<file path="src/rtl/serial_adder_pkg.sv">
// Shared types for the bit-serial adder/subtractor.
package serial_adder_pkg;

  typedef enum logic [1:0] {
    IDLE = 2'd0,
    RUN  = 2'd1,
    DONE = 2'd2
  } state_t;

endpackage

</file>
<file path="src/rtl/serial_adder_full_adder.sv">
// One-bit full-adder slice used by the serial datapath.
module full_adder (
  input  logic a,
  input  logic b,
  input  logic cin,
  output logic sum,
  output logic cout
);

  assign sum  = a ^ b ^ cin;
  assign cout = (a & b) | (cin & (a ^ b));

endmodule

</file>
<file path="src/rtl/serial_adder.sv">
// Bit-serial add/subtract, LSB first, one full-adder slice per clock.
//
// state | meaning
// IDLE  | ready for operands
// RUN   | one bit per edge through the slice
// DONE  | result held until out_ready
module serial_adder
  import serial_adder_pkg::*;
#(
  parameter int WIDTH = 8
) (
  input  logic             clk,
  input  logic             rst_n,
  input  logic             in_valid,
  output logic             in_ready,
  input  logic [WIDTH-1:0] a,
  input  logic [WIDTH-1:0] b,
  input  logic             cin,
  input  logic             sub,
  output logic             out_valid,
  input  logic             out_ready,
  output logic [WIDTH-1:0] sum,
  output logic             cout,
  output logic             ovf,
  output logic             busy
);

  localparam int CW = $clog2(WIDTH) + 1;
  localparam int IW = $clog2(WIDTH);

  state_t           state, state_nxt;
  logic [WIDTH-1:0] a_reg, b_reg, res_reg, res_nxt;
  logic             carry;
  logic [CW-1:0]    cnt;
  logic             bit_a, bit_b, bit_sum, bit_cout, last_bit;

  assign bit_a    = a_reg[cnt[IW-1:0]];
  assign bit_b    = b_reg[cnt[IW-1:0]];
  assign last_bit = (cnt == CW'(WIDTH - 1));

  full_adder u_slice (
    .a    (bit_a),
    .b    (bit_b),
    .cin  (carry),
    .sum  (bit_sum),
    .cout (bit_cout)
  );

  always_comb begin
    res_nxt = res_reg;
    res_nxt[cnt[IW-1:0]] = bit_sum;
  end

  always_ff @(posedge clk) begin
    if (!rst_n) state <= IDLE;
    else        state <= state_nxt;
  end

  always_comb begin
    state_nxt = state;
    case (state)
      IDLE:    if (in_valid)  state_nxt = RUN;
      RUN:     if (last_bit)  state_nxt = DONE;
      DONE:    if (out_ready) state_nxt = IDLE;
      default:                state_nxt = IDLE;
    endcase
  end

  // Subtraction is A + ~B + ~borrow, so the inversion happens once at accept.
  always_ff @(posedge clk) begin
    if (!rst_n) begin
      a_reg   <= '0;
      b_reg   <= '0;
      res_reg <= '0;
      carry   <= 1'b0;
      cnt     <= '0;
      sum     <= '0;
      cout    <= 1'b0;
      ovf     <= 1'b0;
    end else begin
      case (state)
        IDLE: begin
          if (in_valid) begin
            a_reg <= a;
            b_reg <= sub ? ~b : b;
            carry <= cin ^ sub;
            cnt   <= '0;
          end
        end
        RUN: begin
          res_reg <= res_nxt;
          carry   <= bit_cout;
          cnt     <= cnt + 1'b1;
          if (last_bit) begin
            sum  <= res_nxt;
            cout <= bit_cout;
            ovf  <= carry ^ bit_cout;
          end
        end
        default: ;
      endcase
    end
  end

  assign in_ready  = (state == IDLE);
  assign busy      = (state == RUN);
  assign out_valid = (state == DONE);

endmodule

</file>
<file path="config.mk">
export PLATFORM = sky130hd
export DESIGN_NAME = serial_adder
export DESIGN_NICKNAME = d
export VERILOG_FILES = /design/src/rtl/serial_adder_pkg.sv /design/src/rtl/serial_adder_full_adder.sv /design/src/rtl/serial_adder.sv
export SDC_FILE = /design/constraint.sdc
export NUM_CORES = 1
export LEC_CHECK = 0
export CORE_MARGIN = 2
export CORE_UTILIZATION = 35
export CTS_CLUSTER_DIAMETER = 60
export DETAILED_ROUTE_END_ITERATION = 8
export GPL_TIMING_DRIVEN = 0
export SKIP_CTS_REPAIR_TIMING = 1
export SLEW_MARGIN = 20
export SYNTH_ARGS = -nofsm -noshare
export SYNTH_HDL_FRONTEND = slang
export SYNTH_HIERARCHICAL = 1
export SYNTH_SLANG_ARGS = --single-unit
</file>
<file path="constraint.sdc">
create_clock -name clk -period 6 [get_ports clk]
set_input_delay 1.5 -clock clk [delete_from_list [all_inputs] [get_ports clk]]
set_output_delay 1.5 -clock clk [all_outputs]
set_load 0.05 [all_outputs]
</file>
Word level (Yosys, flattened, before mapping):

Cells that the tools add are included.
Widths: inputs -> output; s select.

* $add $sub $neg: 1
* multiply operators: 0
* divide/modulo/power cells: 0
* order comparisons: 2
* equality and inequality tests: 6
* shifts and indexed selects: 0
* mux-type cells: 16
* bitwise operators: 8
* reductions and logical operators: 7

Operator list (count)
* $bwmux 8: 1
* $mux 8: 1
* $not 8->8: 1
* $pmux 4 s2: 1
* $bmux 1 s3: 2
* $mux 2: 3
* $pmux 2 s3: 1
* $reduce_and 2->1: 3
* $add 4x1->4 const B: 1
* $eq 4x3->1 const B: 1
* $lt 3x4->1 const B: 1
* $mux 1: 4
* $mux 4: 1
* $ne 2x1->1 const B: 2
* $xor 1x1->1: 4
* $demux 1 s3: 1
* $ge 3x1->1 const B: 1
* $reduce_and 3->1: 1
* $and 1x1->1: 2
* $eq 2x1->1 const B: 1
* $eq 2x2->1 const B: 1
* $logic_not 2->1: 1
* $ne 2x2->1 const B: 1
* $pmux 1 s2: 1
* 3 further kinds: 3

* flip-flop bits (word level): 41
* bits in latches: 0
* RAM bits: 0
* ROM bits: 0
* output and inout bits: 13
* memories kept: 0

Depth between registers and ports, before layout:

Gate-level depths: netlist (run 1).

* depth in word-level cells: 6
* mapped depth: 9

Hierarchy:

The synthesis (run 1) kept the hierarchy.

Modules (own cells, without submodules)
* serial_adder: times used 1, cells each 221, area an instance 1933.1 um2, seq. area each 820.8 um2
* full_adder: times used 1, cells each 1, area an instance 20.0 um2, seq. area each 0.0 um2

Worst setup path before layout (run 1):

Ideal clock, no wire load.

* path type: register -> output
* from: reg state[1]
* to: out out_valid
* arrival: 1.245 ns
* data required time: 4.500 ns
* setup slack: 3.255 ns
* stages on the path, launching flop included: 3
* buffers on the path: 1
* cells stage by stage: dfxtp_1 buf_2 nor2b_1

* longest elaborated chain between the ends: 1

RTL lines
* start: declaration: RTL line serial_adder.sv:31 `state_t state, state_nxt;`
* start signal: assignment: RTL line serial_adder.sv:56 `else state <= state_nxt;`
* $eq 2x2->1: RTL line serial_adder.sv:107 `assign out_valid = (state == DONE);`
* end: declaration: RTL line serial_adder.sv:20 `output logic out_valid,`

Every way passes these cells.

Worst setup path after layout (run 1):

* from: reg state[0]
* to: out busy

* longest elaborated chain between the ends: 1

RTL lines
* $eq 2x1->1: RTL line serial_adder.sv:106 `assign busy = (state == RUN);`
* end: declaration: RTL line serial_adder.sv:25 `output logic busy`

Every way passes these cells.

==> metrics, run 1 <==
post-synthesis sequential area ratio 0.420; Primary FF master, synth dfxtp_1; first-pass GRT wire length just under 8000 um; detail-routed via count per cell 5.07; Setup Viol. Count Final 0; Layout Skew 0.00937 ns; GRT Util Overall 0.161; Core Box Area 0.00544 mm^2; commonest non-fill, non-tap cell in the layout dfxtp_1; Peak VDD IR between 0.1 and 0.15 mV; FF+latch count, synth 41; Chip Height 78.7 um; Syn Inst Count 222; RSZ-0062 raised after global routing false; Boundary Pins 35; slew of the pin with the lowest slew margin roughly 0.56 ns; Slew HR 0.629; crit path time final around 3.7 ns; antenna-violating nets left 0; drc violations 0; DP HPWL 3320 um; initial antenna violation count 0; area delta synth->final 28.4%; CTS tree built; Sink Count 41; crit path kind reg -> out; vias in the first global route between 1500 and 2000; Die Area ~0.0062 mm^2; CP endpoint kind output pin; root buf cell clkbuf_8; final hold violations 0; CP Launch Type register; site row count 27; Sum Neg Setup Slack 0 ns; fin nets ~290; DR vias 1700; Avg WL per Cell 13.7 um; share of cells above drive strength 1 0.125; pwr dens 255 mW/mm^2; most frequent cells in the layout dfxtp_1 (41), clkdlybuf4s50_1 (33), a21oi_1 (29); final wirelength 4600 um; CTS clock-pin slew for the worst setup and hold paths ~0.09 ns; H-tree depth 2; crit path DAT 2.24 ns; synthesized area per cell 8.80 um^2; MaxCap Viol Count 0; n_diodes 0; chip width between 70 and 80 um; critical path required time about 4.5 ns; CTS Buffer Depth 2; fmax 267 MHz; synthesized area 0.00195 mm^2; Initial Util 0.359; IO buf count 33; YS warnings 6; worst skew pair latency roughly 0.30 ns; syn_nets 246; largest net degree at the start of global routing 14; Synth cell types 45; RePlAce Congestion 0.862; status complete, no violations; leakage power 0.000875 uW; Initial DRT Pass Iterations 4; Post-synth ARST share 0; Post-synth EDFFs 0; crit share post-route 0.624; iteration-0 DRC count of the detailed router 108; final core utilization 0.461; Crit Path Max Fanout 10; Max Slew Vio Count 0; Num CTS Buffers 5; gr ovfl total 0; Hold/Removal Path Class reg -> reg
[critical path: stages (launching register included)]
cell and delay [ns]:
dfxtp_1 0.46, nand2b_2 0.18, clkinv_1 0.20, buf_2 0.28, clkdlybuf4s50_1 0.84
[per-layer routing]
layer	part of all wire	GRT usage
met5	0	0
met4	0.019	0.0860
met3	0.036	0.0341
met2	0.46	0.251
met1	0.48	0.209
[kinds of logic (layout without fill, tap and decap cells)]
logic type	after synthesis	in the layout	synth area share
buffers and inverters	21	62	0.0506
adders and majority gates	2	2	0.0167
muxes	6	6	0.0455
and+or+nand+nor	73	73	0.206
DFF	41	41	0.420
xor gates and xnor gates	10	10	0.0448
AOI/OAI and AO/OA	69	69	0.216
[cell type report]
class	instances	area, um^2
Multi-Input combinational cell	160	1030
Inverter	3	11.3
Sequential cell	41	821
Tap cell	72	90.1
Clock inverter	3	65.1
Buffer	18	87.6
Timing Repair Buffer	33	330
Fill cell	553	2930
Clock buffer	5	68.8
[where the power goes]
group	switching (uW)	leakage, uW	internal, uW
clock	100	0.0000681	165
combinational	47.2	0.000472	38.7
sequential	5.98	0.000334	282
[final timing paths]
path | from | end | slack (ns) | depth (start not counted)
max reg2reg | cnt[2] | sum[5] | 3.17 | 8
min | a_reg[4] | a_reg[4] | 0.46 | 2
min reg2reg | a_reg[4] | a_reg[4] | 0.46 | 2
max | state[0] | busy | 2.26 | 4
[Yosys cell counts, types with 2 or more instances]
cell type / n / area [um^2]
o211ai_1: 3 / 22.5
a311oi_1: 4 / 35.0
mux2_2: 3 / 33.8
dfxtp_1: 41 / 821
a21bo_2: 2 / 20.0
nand4_1: 4 / 25.0
nand2_1: 24 / 90.1
clkbuf_1: 6 / 22.5
nor2_1: 11 / 41.3
o21ai_0: 13 / 65.1
nand2b_1: 2 / 12.5
buf_2: 9 / 45.0
o31ai_1: 3 / 22.5
mux4_2: 2 / 45.0
a21oi_1: 29 / 145
xnor2_1: 9 / 78.8
inv_1: 2 / 7.51
a211oi_1: 10 / 75.1
nand3_1: 13 / 65.1
nor2b_1: 5 / 31.3
buf_4: 2 / 15.0
a22oi_1: 2 / 15.0
[per-stage QoR]
step / std cells / hold slack [ns] / setup slack, ns / instance area (um^2) / total power (uW)
floorplan: 222 / 0.431 / 3.25 / 1950 / 349
global placement: 327 / 0.442 / 2.56 / 2370 / 380
detailed placement: 327 / 0.447 / 2.56 / 2370 / 381
CTS: 335 / 0.459 / 2.23 / 2510 / 643
global route: 335 / 0.480 / 2.12 / 2510 / 660
finish: 335 / 0.460 / 2.26 / 2510 / 640
Note: power is estimated with default switching activity, not from simulation.
==> inputs of run 2 (changes only) <==
==> constraint.sdc (replaced) <==
create_clock -name clk -period 3.7 [get_ports clk]
set_input_delay 0.925 -clock clk [delete_from_list [all_inputs] [get_ports clk]]
set_output_delay 0.925 -clock clk [all_outputs]
set_load 0.05 [all_outputs]
==> results of run 2 <==
The final DEF is identical to that of run 1. Status: complete, no violations.
Among the figures that moved: setup slack after placement 2.56 ns -> 0.832 ns; setup slack after layout 2.26 ns -> 0.531 ns; register-to-register setup slack 3.17 ns -> 0.87 ns; total power 640 uW -> 1040 uW; worst IR drop on VDD 0.121 mV -> 0.197 mV
==> inputs of run 3 (changes only) <==
--- a/config.mk
+++ b/config.mk
@@ -9,7 +9,8 @@
 export CORE_UTILIZATION = 35
 export CTS_CLUSTER_DIAMETER = 60
 export DETAILED_ROUTE_END_ITERATION = 8
-export GPL_TIMING_DRIVEN = 0
+export GPL_TIMING_DRIVEN = 1
+export RECOVER_POWER = 25
 export SKIP_CTS_REPAIR_TIMING = 1
 export SLEW_MARGIN = 20
 export SYNTH_ARGS = -nofsm -noshare
==> constraint.sdc (replaced) <==
create_clock -name clk -period 2.8 [get_ports clk]
set_input_delay 0.7 -clock clk [delete_from_list [all_inputs] [get_ports clk]]
set_output_delay 0.7 -clock clk [all_outputs]
set_load 0.05 [all_outputs]
==> run 3 against run 2 <==
Combinational power up 19%. Flip-flop and latch count unchanged. Design area down 3.7%. Wire length down 10%. Critical path depth down 2. Register-to-register slack worse by 0.62 ns. Total power up 17%. Final cell count down 3.6%. Core utilization down 1.7 points. First-iteration DRC count up 29%. Global-route usage down 1.5 points. Clock power down 0.9%. Largest cell class unchanged.
==> metrics, run 3 (synthesis gave the netlist of run 1 again) <==
site row count 27 (unchanged); Slew HR 0.397 (-0.232); GR Util met2 0.237 (-0.0145); met1 Usage GRT 0.190 (-0.0198); DP HPWL 2860 um (-14%); crit path DAT 1.86 ns (-0.38 ns); Worst R2R End sum[4]; RSZ-0062 raised after global routing false; worst skew pair latency 0.30 ns (about the same); drc violations 0 (unchanged); Initial Util 0.359 (unchanged); multi-input combinational cell area 0.00102 mm^2 (-1.3%); crit path kind reg -> out; largest net degree at the start of global routing 41 (+27); GRT Util Overall 0.147 (-0.0147); Max Slew Vio Count 0 (unchanged); Boundary Pins 35 (unchanged); Reg2Reg Setup Slack 0.25 ns; fmax 391 MHz; final hold violations 0 (unchanged); status complete, no violations; Setup Viol. Count Final 0 (unchanged); Worst Hold End a_reg[5]; slew of the pin with the lowest slew margin 0.905 ns (+0.348 ns); RePlAce Congestion 0.768 (-11%); crit path time final 2.56 ns; CTS Buffer Depth 2 (unchanged); most used routing layer met2; iteration-0 DRC count of the detailed router 139 (+29%); Placed Cells 315 (-3.7%); CP Launch Type register; Num CTS Buffers 5 (unchanged); gr ovfl total 0 (unchanged); antenna-violating nets left 0 (unchanged); CTS clock-pin slew for the worst setup and hold paths 0.08 ns (about the same); met3 Use GR 0.0375 (+0.00341); pwr dens 504 mW/mm^2; Hold/Removal Path Class reg -> reg; Peak VDD IR 0.183 mV; chip width 78.7 um (unchanged); Overall Power around 1200 uW; CTS tree built; fin nets 274 (-4.2%); Chip Height 78.7 um (unchanged); leakage power 0.000819 uW (-6.3%); MaxCap Viol Count 0 (unchanged); HP Start a_reg[5]; Initial DRT Pass Iterations 4 (unchanged); detail-routed via count per cell 5.00 (-1.5%); crit share post-route 0.914; Die Area 0.00619 mm^2 (unchanged); FF+latch area 821 um^2 (unchanged); most frequent cells in the layout dfxtp_1 (41), clkdlybuf4s50_1 (32), a21oi_1 (29); Crit Path Max Fanout 11 (+1); Crit-path slowest cell clkdlybuf4s50_1; number of cells on the worst hold path 2 (unchanged); area delta synth->final 23.6%; Avg WL per Cell 12.8 um (-6.9%); H-tree depth 2 (unchanged); FF-to-FF Start cnt[2]; root buf cell clkbuf_8; CP endpoint kind output pin; Layout Skew 0.00435 ns (-0.00503 ns); Sum Neg Setup Slack 0 ns (unchanged); commonest non-fill, non-tap cell in the layout dfxtp_1; initial antenna violation count 0 (unchanged); Core Box Area 0.00544 mm^2 (unchanged); r2r worst-path depth 6 (-2); cell chain of the critical path nor2b_1, clkdlybuf4s50_1; Slowest Stage Delay on Critical Path 0.82 ns (-0.02 ns); share of cells above drive strength 1 0.0956 (-0.0299); critical path required time 2.10 ns; final wirelength 4130 um (-10%); IO buf count 34 (+3.0%); first-pass GRT wire length 7200 um (-8.5%); fill count 554 (+0.18%); n_diodes 0 (unchanged); DR vias 1614 (-5.1%); Sink Count 41 (unchanged); Non-Filler Instances 323 (-3.6%); vias in the first global route 1544 (-7.3%)
==> run 3: stage by stage <==
stage | setup WS [ns] | hold WS, ns | util | area [um^2]
after floorplan | 0.349 | 0.431 | - | 1950
after global placement | 0.363 | 0.446 | 0.429 | 2330
after detailed placement | 0.264 | 0.447 | 0.429 | 2330
after CTS | 0.182 | 0.460 | 0.447 | 2430
after global routing | 0.0310 | 0.477 | 0.444 | 2410
final | 0.241 | 0.457 | 0.444 | 2410
==> run 3: worst max-delay path: cells and delay by family (launching register included) <==
family	cells	cell delay, ns
DFF	1	0.55
and+or+nand+nor	1	0.20
buffers and inverters	1	0.82
==> run 3: power by group <==
group | internal, uW | switching, uW
sequential | 604 | 18.3
clock | 223 | 204
combinational | 78.2 | 87.8
total | 906 | 310
==> run 3: metal layers <==
| metal | vias up | part of all wire |
|---|---|---|
| met5 | - | 0 |
| met4 | 0 | 0.015 |
| met3 | 6 | 0.050 |
| met2 | 37 | 0.45 |
| met1 | 719 | 0.48 |
| li1 | 852 | - |
==> run 3: layout make-up <==
cell class / count / share of cell area
repair buffers: 39 / 0.154
well taps: 72 / 0.0373
clock buffers: 7 / 0.0399
clock inverters: 1 / 0.00207
flip-flops and latches: 41 / 0.340
multi-input cells: 160 / 0.422
inverters: 3 / 0.00466
==> run 3: how the worst max path moves through the flow <==
stage	slack, ns	cells past startpoint	start	to
global placement	0.36	6	cnt[2]	sum[4]
floorplan	0.35	8	cnt[2]	sum[5]
detailed placement	0.26	6	cnt[2]	sum[6]
CTS	0.18	2	state[1]	out_valid
global route	0.03	6	cnt[2]	sum[6]
finish	0.24	2	state[1]	out_valid
